==> src/rtl/mitm_burst_logic.sv <==
// Man-in-the-middle controller for a chunked serial bus: decodes instruction and address chunks,
// then decides word by word whether the MISO line is replaced with a fixed fake value.
module mitm_burst_logic #(
    parameter int                    BUF_SIZE         = 16,
    parameter int                    CHUNK_SIZE_WIDTH = $clog2(BUF_SIZE + 1),
    parameter int                    INSTR_BITS       = 3,
    parameter logic [INSTR_BITS-1:0] READ_OPCODE      = 3'b110,
    parameter int                    ADDR_BITS        = 9,
    parameter int                    DATA_BITS        = 8,
    parameter logic [DATA_BITS-1:0]  FAKE_DATA        = 8'h24,
    parameter int                    MAX_WORDS        = 16,
    parameter int                    MODE_WIDTH       = 3,
    parameter int                    MODE_FORWARD     = 0,
    parameter int                    MODE_SUB_ALL     = 1,
    parameter int                    MODE_SUB_HALF    = 2,
    parameter int                    MODE_SUB_RANGE   = 3
) (
    input  logic                        sys_clk,
    input  logic                        rst,
    input  logic [MODE_WIDTH-1:0]       mode_select,
    input  logic [ADDR_BITS-1:0]        range_lo,
    input  logic [ADDR_BITS-1:0]        range_hi,
    input  logic                        comm_active,
    input  logic                        bus_ready,
    input  logic [BUF_SIZE-1:0]         real_miso_data,
    input  logic [BUF_SIZE-1:0]         real_mosi_data,
    output logic                        cmd_next_chunk,
    output logic                        cmd_finish,
    output logic [CHUNK_SIZE_WIDTH-1:0] next_chunk_size,
    output logic                        fake_miso_select,
    output logic                        fake_mosi_select,
    output logic [BUF_SIZE-1:0]         fake_miso_data,
    output logic [BUF_SIZE-1:0]         fake_mosi_data,
    output logic [7:0]                  sub_count
);

    localparam int WCNT_W = $clog2(MAX_WORDS + 1);
    localparam logic [MODE_WIDTH-1:0] M_FWD   = MODE_WIDTH'(MODE_FORWARD);
    localparam logic [MODE_WIDTH-1:0] M_ALL   = MODE_WIDTH'(MODE_SUB_ALL);
    localparam logic [MODE_WIDTH-1:0] M_HALF  = MODE_WIDTH'(MODE_SUB_HALF);
    localparam logic [MODE_WIDTH-1:0] M_RANGE = MODE_WIDTH'(MODE_SUB_RANGE);
    // Fake word is sent MSB-first, so it sits at the top of the buffer.
    localparam logic [BUF_SIZE-1:0] FAKE_ALIGNED = BUF_SIZE'(FAKE_DATA) << (BUF_SIZE - DATA_BITS);

    typedef enum logic [3:0] {
        IDLE, INSTR_START, INSTR, ADDR_START, ADDR, DATA_START, DATA, FINISH_START, FINISH
    } state_t;

    state_t                      state_q, state_d;
    logic                        cmdNext_q, cmdNext_d;
    logic                        cmdFinish_q, cmdFinish_d;
    logic [CHUNK_SIZE_WIDTH-1:0] chunkSize_q, chunkSize_d;
    logic                        fakeSel_q, fakeSel_d;
    logic [BUF_SIZE-1:0]         fakeData_q, fakeData_d;
    logic [7:0]                  subCnt_q, subCnt_d;
    logic [ADDR_BITS-1:0]        addr_q, addr_d;
    logic [MODE_WIDTH-1:0]       mode_q, mode_d;
    logic [WCNT_W-1:0]           wordCnt_q, wordCnt_d;
    logic [WCNT_W-1:0]           wordCntInc;
    logic [ADDR_BITS-1:0]        addrIn;
    logic [ADDR_BITS-1:0]        addrInc;
    logic                        unused_inputs;

    function automatic logic validMode(input logic [MODE_WIDTH-1:0] m);
        logic ok;
        ok = 1'b0;
        case (m)
            M_FWD:                  ok = 1'b0;
            M_ALL, M_HALF, M_RANGE: ok = 1'b1;
            default:                ok = 1'b0;
        endcase
        return ok;
    endfunction

    function automatic logic subst(input logic [MODE_WIDTH-1:0] m, input logic [ADDR_BITS-1:0] a,
                                   input logic [ADDR_BITS-1:0] lo, input logic [ADDR_BITS-1:0] hi);
        logic hit;
        hit = 1'b0;
        case (m)
            M_ALL:   hit = 1'b1;
            M_HALF:  hit = a[0];
            M_RANGE: hit = (a >= lo) && (a <= hi);
            default: hit = 1'b0;
        endcase
        return hit;
    endfunction

    assign addrIn        = real_mosi_data[ADDR_BITS-1:0];
    assign addrInc       = addr_q + ADDR_BITS'(1);
    assign wordCntInc    = wordCnt_q + WCNT_W'(1);
    assign unused_inputs = ^{real_miso_data, real_mosi_data};

    always_ff @(posedge sys_clk or posedge rst) begin
        if (rst) begin
            state_q     <= IDLE;
            cmdNext_q   <= 1'b0;
            cmdFinish_q <= 1'b0;
            chunkSize_q <= '0;
            fakeSel_q   <= 1'b0;
            fakeData_q  <= '0;
            subCnt_q    <= '0;
            addr_q      <= '0;
            mode_q      <= '0;
            wordCnt_q   <= '0;
        end else begin
            state_q     <= state_d;
            cmdNext_q   <= cmdNext_d;
            cmdFinish_q <= cmdFinish_d;
            chunkSize_q <= chunkSize_d;
            fakeSel_q   <= fakeSel_d;
            fakeData_q  <= fakeData_d;
            subCnt_q    <= subCnt_d;
            addr_q      <= addr_d;
            mode_q      <= mode_d;
            wordCnt_q   <= wordCnt_d;
        end
    end

    // Commands default low so every pulse lasts exactly one cycle; other outputs hold.
    always_comb begin
        state_d     = state_q;
        cmdNext_d   = 1'b0;
        cmdFinish_d = 1'b0;
        chunkSize_d = chunkSize_q;
        fakeSel_d   = fakeSel_q;
        fakeData_d  = fakeData_q;
        subCnt_d    = subCnt_q;
        addr_d      = addr_q;
        mode_d      = mode_q;
        wordCnt_d   = wordCnt_q;
        case (state_q)
            IDLE: begin
                if (comm_active) begin
                    chunkSize_d = CHUNK_SIZE_WIDTH'(INSTR_BITS);
                    fakeSel_d   = 1'b0;
                    cmdNext_d   = 1'b1;
                    state_d     = INSTR_START;
                end
            end
            INSTR_START:  state_d = INSTR;
            ADDR_START:   state_d = ADDR;
            DATA_START:   state_d = DATA;
            FINISH_START: state_d = FINISH;
            INSTR: begin
                if (bus_ready) begin
                    if (real_mosi_data[INSTR_BITS-1:0] == READ_OPCODE) begin
                        chunkSize_d = CHUNK_SIZE_WIDTH'(ADDR_BITS);
                        cmdNext_d   = 1'b1;
                        state_d     = ADDR_START;
                    end else begin
                        chunkSize_d = '0;
                        cmdFinish_d = 1'b1;
                        state_d     = FINISH_START;
                    end
                end else if (!comm_active) begin
                    state_d = FINISH;
                end
            end
            ADDR: begin
                if (bus_ready) begin
                    mode_d    = mode_select;
                    addr_d    = addrIn;
                    wordCnt_d = '0;
                    if (validMode(mode_select)) begin
                        chunkSize_d = CHUNK_SIZE_WIDTH'(DATA_BITS);
                        fakeData_d  = FAKE_ALIGNED;
                        fakeSel_d   = subst(mode_select, addrIn, range_lo, range_hi);
                        cmdNext_d   = 1'b1;
                        state_d     = DATA_START;
                    end else begin
                        chunkSize_d = '0;
                        cmdFinish_d = 1'b1;
                        state_d     = FINISH_START;
                    end
                end else if (!comm_active) begin
                    state_d = FINISH;
                end
            end
            DATA: begin
                if (bus_ready) begin
                    if (fakeSel_q && (subCnt_q != 8'hFF)) begin
                        subCnt_d = subCnt_q + 8'd1;
                    end
                    wordCnt_d = wordCntInc;
                    if (wordCntInc == WCNT_W'(MAX_WORDS)) begin
                        cmdFinish_d = 1'b1;
                        fakeSel_d   = 1'b0;
                        state_d     = FINISH_START;
                    end else begin
                        addr_d    = addrInc;
                        fakeSel_d = subst(mode_q, addrInc, range_lo, range_hi);
                        cmdNext_d = 1'b1;
                        state_d   = DATA_START;
                    end
                end else if (!comm_active) begin
                    state_d = FINISH;
                end
            end
            FINISH: begin
                if (!comm_active) begin
                    chunkSize_d = '0;
                    fakeSel_d   = 1'b0;
                    state_d     = IDLE;
                end
            end
            default: state_d = IDLE;
        endcase
    end

    assign cmd_next_chunk   = cmdNext_q;
    assign cmd_finish       = cmdFinish_q;
    assign next_chunk_size  = chunkSize_q;
    assign fake_miso_select = fakeSel_q;
    assign fake_miso_data   = fakeData_q;
    assign fake_mosi_select = 1'b0;
    assign fake_mosi_data   = '0;
    assign sub_count        = subCnt_q;

endmodule

==> config.mk <==
export PLATFORM = sky130hd
export DESIGN_NAME = mitm_burst_logic
export DESIGN_NICKNAME = d
export VERILOG_FILES = /design/src/rtl/mitm_burst_logic.sv
export SDC_FILE = /design/constraint.sdc
export NUM_CORES = 1
export LEC_CHECK = 0
export ABC_AREA = 1
export CORE_UTILIZATION = 40
export DETAILED_ROUTE_END_ITERATION = 7
export MAX_ROUTING_LAYER = met4
export PLACE_DENSITY = 0.71
export SLEW_MARGIN = 20
export SYNTH_ARGS = -nofsm -noshare
export SYNTH_HDL_FRONTEND = slang
export SYNTH_SLANG_ARGS = --single-unit
==> constraint.sdc <==
create_clock -name sys_clk -period 6.7 [get_ports sys_clk]
set_clock_uncertainty 0.05 [all_clocks]
set_input_delay 0.67 -clock sys_clk [delete_from_list [all_inputs] [get_ports sys_clk]]
set_output_delay 0.67 -clock sys_clk [all_outputs]
set_load 0.05 [all_outputs]
Word-level counts from Yosys, hierarchy flattened
Index checks and enable logic that the tools add are counted.
- eq/ne operators: 24
- order comparisons: 4
- reduce and logical (&&, ||, !) cells: 16
- add/subtract/negate cells: 3
- multiplexer cells: 51
- operator list (kind ; count):
    $pmux W4 S9 ; 1
    $mux W4 ; 8
    $mux W5 ; 6
    $mux W9 ; 3
    $mux W1 ; 22
    $pmux W5 S4 ; 1
    $ge A9 B9 Y1 ; 2
    $le A9 B9 Y1 ; 2
    $pmux W9 S2 ; 1
    $eq A4 B3 Y1 const B ; 4
    $eq A3 B2 Y1 const B ; 4
    $ne A2 B2 Y1 const B ; 6
    $pmux W5 S2 ; 1
    $add A9 B1 Y9 const B ; 1
    $pmux W1 S3 ; 3
    $reduce_and A3 Y1 ; 3
    $add A8 B1 Y8 const B ; 1
    $eq A4 B2 Y1 const B ; 2
    $ne A8 B8 Y1 const B ; 1
    $pmux W1 S4 ; 2
    $reduce_bool A4 Y1 ; 2
    $eq A3 B1 Y1 const B ; 2
    $reduce_and A6 Y1 ; 1
    $add A5 B1 Y5 const B ; 1
    other kinds (14) ; 18
- bits in registers: 38
- bits of input ports: 57
- word-level logic and storage cells: 108
- output and inout bits: 49

Depth between registers and ports, before layout
- depth after elaboration: 8
- depth in mapped cells: 19

Worst setup path after synthesis
No wires, ideal clock.
- kind: register -> register
- start: register addr_q[0]
- end: register fakeSel_q (netlist: fake_miso_select)
- slack: 4.421 ns
- setup time: 0.118 ns
- period minus slack after synthesis: 2.279 ns
- arrival time: 2.111 ns
- cell stages (with the launch flop): 20
- required time: 6.532 ns
- path buffers: 0
- cells stage by stage: dfrtp_1 > ha_1 > nand3_1 > inv_1 > nand4_1 > nor2_1 > xnor2_1 > inv_1 > ha_1 > nand2_1 > nor2_1 > nand3b_1 > nand3_1 > nand2_1 > nand2_1 > nand2_1 > nand2_1 > nand2_1 > nand2_1 > nand2_1
- longest elaborated chain between the ends: 7
- elaborated cells between the ends (all ways): 8
- ends and longest elaborated chain (what ; RTL line ; source):
    start: declaration ; 56 ; logic [ADDR_BITS-1:0] addr_q, addr_d;
    start signal: assignment ; 113 ; addr_q <= addr_d;
    $add A9 B1 Y9 * ; 89 ; assign addrInc = addr_q + ADDR_BITS'(1);
    $ge A9 B9 Y1 / $le A9 B9 Y1 (equally long branches) ; 82 ; M_RANGE: hit = (a >= lo) && (a <= hi);
    $logic_and A1 B1 Y1 ; 82 ;
    $pmux W1 S3 * ; 79 ; case (m)
    $mux W1 * ; 185 ; if (wordCntInc == WCNT_W'(MAX_WORDS)) begin
    $mux W1 * ; 180 ; if (bus_ready) begin
    $pmux W1 S4 * ; 131 ; case (state_q)
    end signal: assignment ; 110 ; fakeSel_q <= fakeSel_d;
    end: declaration ; 53 ; logic fakeSel_q, fakeSel_d;
Every way passes the cells marked *; elsewhere a longest branch is shown, timed or not. The select of a mux whose other input is x is not followed.
A chain may end at the register's enable or synchronous reset.

Final worst setup path
Same ends and word-level chain as after synthesis.

==> reports/qor.txt <==
Sw Ratio: 0.491
io pins: 106
hold_ws: 0.436 ns
Worst Tran Pin Value: 0.504 ns
post-CTS resize count: 0
P_sw: 581 µW
EDFF count, synth: 0
Static Leakage: 0.00197 µW
GRT Util Overall: 0.172
DR vias: 2,754
initial antenna violation count: 0
post-synth top area share: 0.284
critical path cell sequence: ha_1 -> nand3_1 -> inv_1 -> nand4_1 -> nor2_1 -> xnor2_1 -> inv_1 -> ha_1 -> nand2_1 -> nor2_1 -> nand3b_1 -> nand3_1 -> nand2_1 -> nand2_1 -> nand2_1 -> nand2_1 -> nand2_1 -> nand2_1 -> nand2_1
Hold Violations, Final: 0
average size of a mapped cell: 7.33 µm²
first-pass GRT wire length: 11,300 µm
largest cells by area after synthesis: dfrtp_1 28%, ha_1 15%, nand2_1 12%, buf_4 8.1%, inv_1 7.3%
Netlist Area Pre-Place: 0.00317 mm²
RSZ-0062 raised after global routing: false
Post-CTS Setup Bufs: 0
Final Instance Count excl. Fillers: 587
distinct cell type count after synthesis: 35
drt total wl: 6480 µm
Main synth FF type: dfrtp_1
Arr. time, crit path: 2.79 ns
Worst-path clk slew: 0.07 ns
flops & latches, synth: 36
final antenna diode count: 0
Internal Pwr Total: 602 µW
number of max-slew violations in the final report: 0
initial core utilization: 0.412
Worst-Skew Late Latency: 0.28 ns
hpwl dp: 5390 µm
Clk pwr share: 0.122
max_slew headroom: 0.663
Buf+Inv Stages, Crit Path: 2
CP max FO: 5
Hold/Removal Path Class: reg2reg
crit-path leading delay family: simple AND/OR/NAND/NOR gates
via/cell ratio: 4.69
RD Place Congestion: 0.882
Die H: 91.0 µm
CTS buffer count: 5
Final nets: 581
Flop pwr share: 0.299
Mapped Cells: 432
Logic pwr share: 0.579
Clock Tree Root: clkbuf_8
core area: 0.00769 mm²
PortBufs: 49
hold_buf cts: 0
fill count: 759
layout cells sized above 1: 0.0412
Wirelength per Cell: 11.0 µm
most frequent cell after synthesis: nand2_1
clock buffer depth: 2
Routed Antenna Nets: 0
fmax: 376 MHz
Residual DRC: 0
H-tree depth: 2
clock sink total: 36
post-synthesis async set-or-reset flop share: 1.00
vias in the first global route: 2,625
nature of the critical path startpoint: flip-flop
FF/Latch Area: 901 µm²
Cell Pwr Density: 317 mW/mm²
status: completed
final core occ: 0.485
CP max-delay cell: dfrtp_1
largest net degree at the start of global routing: 37
Die Area: 0.00828 mm²
register area share after synthesis: 0.284
Crit path top cell by count: nand2_1
max-cap viol count: 0
min Tclk post-route: 2.66 ns
yosys warns: 0
most instantiated cells after synthesis: 99 x nand2_1, 62 x inv_1, 39 x ha_1
Die W: 91.0 µm
detailed-router iteration count before antenna repair: 5
Syn-to-layout area delta: 17.7%
worst setup path class: reg2reg
Peak VDD IR: 0.000233 V
WP data required: 6.83 ns
R2R Setup Slk: 4.04 ns
placed cell count: 580
Crit. End Element: flip-flop
footprint of the multi-input gates: 0.00188 mm²
Synth area leader: dfrtp_1
First DRT Iteration DRCs: 69
TritonCTS clock tree: built
final setup fails: 0
TNS Setup: 0 ns
final worst-path cycle share: 0.397
GRT Residual Overflow: 0
std cell rows: 32
critical path's largest stage delay: 0.44 ns
==> sequential cells by signal (all words and copies together), names as in the netlist <==
register and count:
addr_q 9, sub_count 8, wordCnt_q 5, state_q 4, mode_q 3, next_chunk_size 3
cmd_finish 1, cmd_next_chunk 1, fake_miso_data 1, fake_miso_select 1
==> worst paths after layout <==
check	start	end	cells after the start
max reg2reg	addr_q[0]	fake_miso_select	19
max	addr_q[0]	fake_miso_select	19
min reg2reg	next_chunk_size[0]	next_chunk_size[0]	1
max in group asynchronous	rst	next_chunk_size[0]	3
min	next_chunk_size[0]	next_chunk_size[0]	1
min in group asynchronous	rst	sub_count[4]	3
==> metrics by stage <==
step                power (µW)  setup WS (ns)  area (µm²)
global route              1290           3.76        3730
floorplan                  883           4.42        3290
detailed placement        1040           4.04        3650
global placement          1020           4.13        3650
CTS                       1190           4.03        3730
finish                    1180           4.04        3730
==> layer usage <==
layer / global-route usage / part of all wire
met2: 0.300 / 0.49
met1: 0.211 / 0.46
met3: 0.0276 / 0.036
met5: - / 0
met4: 0.0317 / 0.0068
==> layout by cell type (no fill, tap or decap), drive strengths merged, types with 20 or more instances in the layout <==
master and count:
nand3 22, a21oi 20, dfrtp 36, nor2 38, conb 33, inv 66
ha 39, clkdlybuf4s50 49, o21ai 27, nand2 101
==> power by group through the flow <==
| stage | registers [µW] | clock network, µW | logic, µW |
|---|---|---|---|
| 3_3_place_gp | 354 | 0 | 664 |
| 4_1_cts | 354 | 150 | 688 |
| 6_report | 354 | 144 | 685 |
| 3_5_place_dp | 357 | 0 | 683 |
| 2_1_floorplan | 408 | 0 | 475 |
| 5_1_grt | 364 | 161 | 768 |
==> final cells by class <==
class | instances | area share
multi-input cells | 326 | 0.503
flip-flops and latches | 36 | 0.242
repair buffers | 50 | 0.134
inverters | 66 | 0.0665
well taps | 102 | 0.0342
clock buffers | 6 | 0.0195
clock inverters | 1 | 0.00134
==> kinds of logic after synthesis <==
kind of cell             after synthesis  synth area share
AO/OA/AOI/OAI                         63             0.112
XOR/XNOR                              14            0.0387
adder cells (fa/ha/maj)               39             0.154
buffers and inverters                102             0.162
flip-flops                            36             0.284
other                                  1           0.00118
AND/OR/NAND/NOR                      177             0.248
Power figures use the tool's default switching activity.
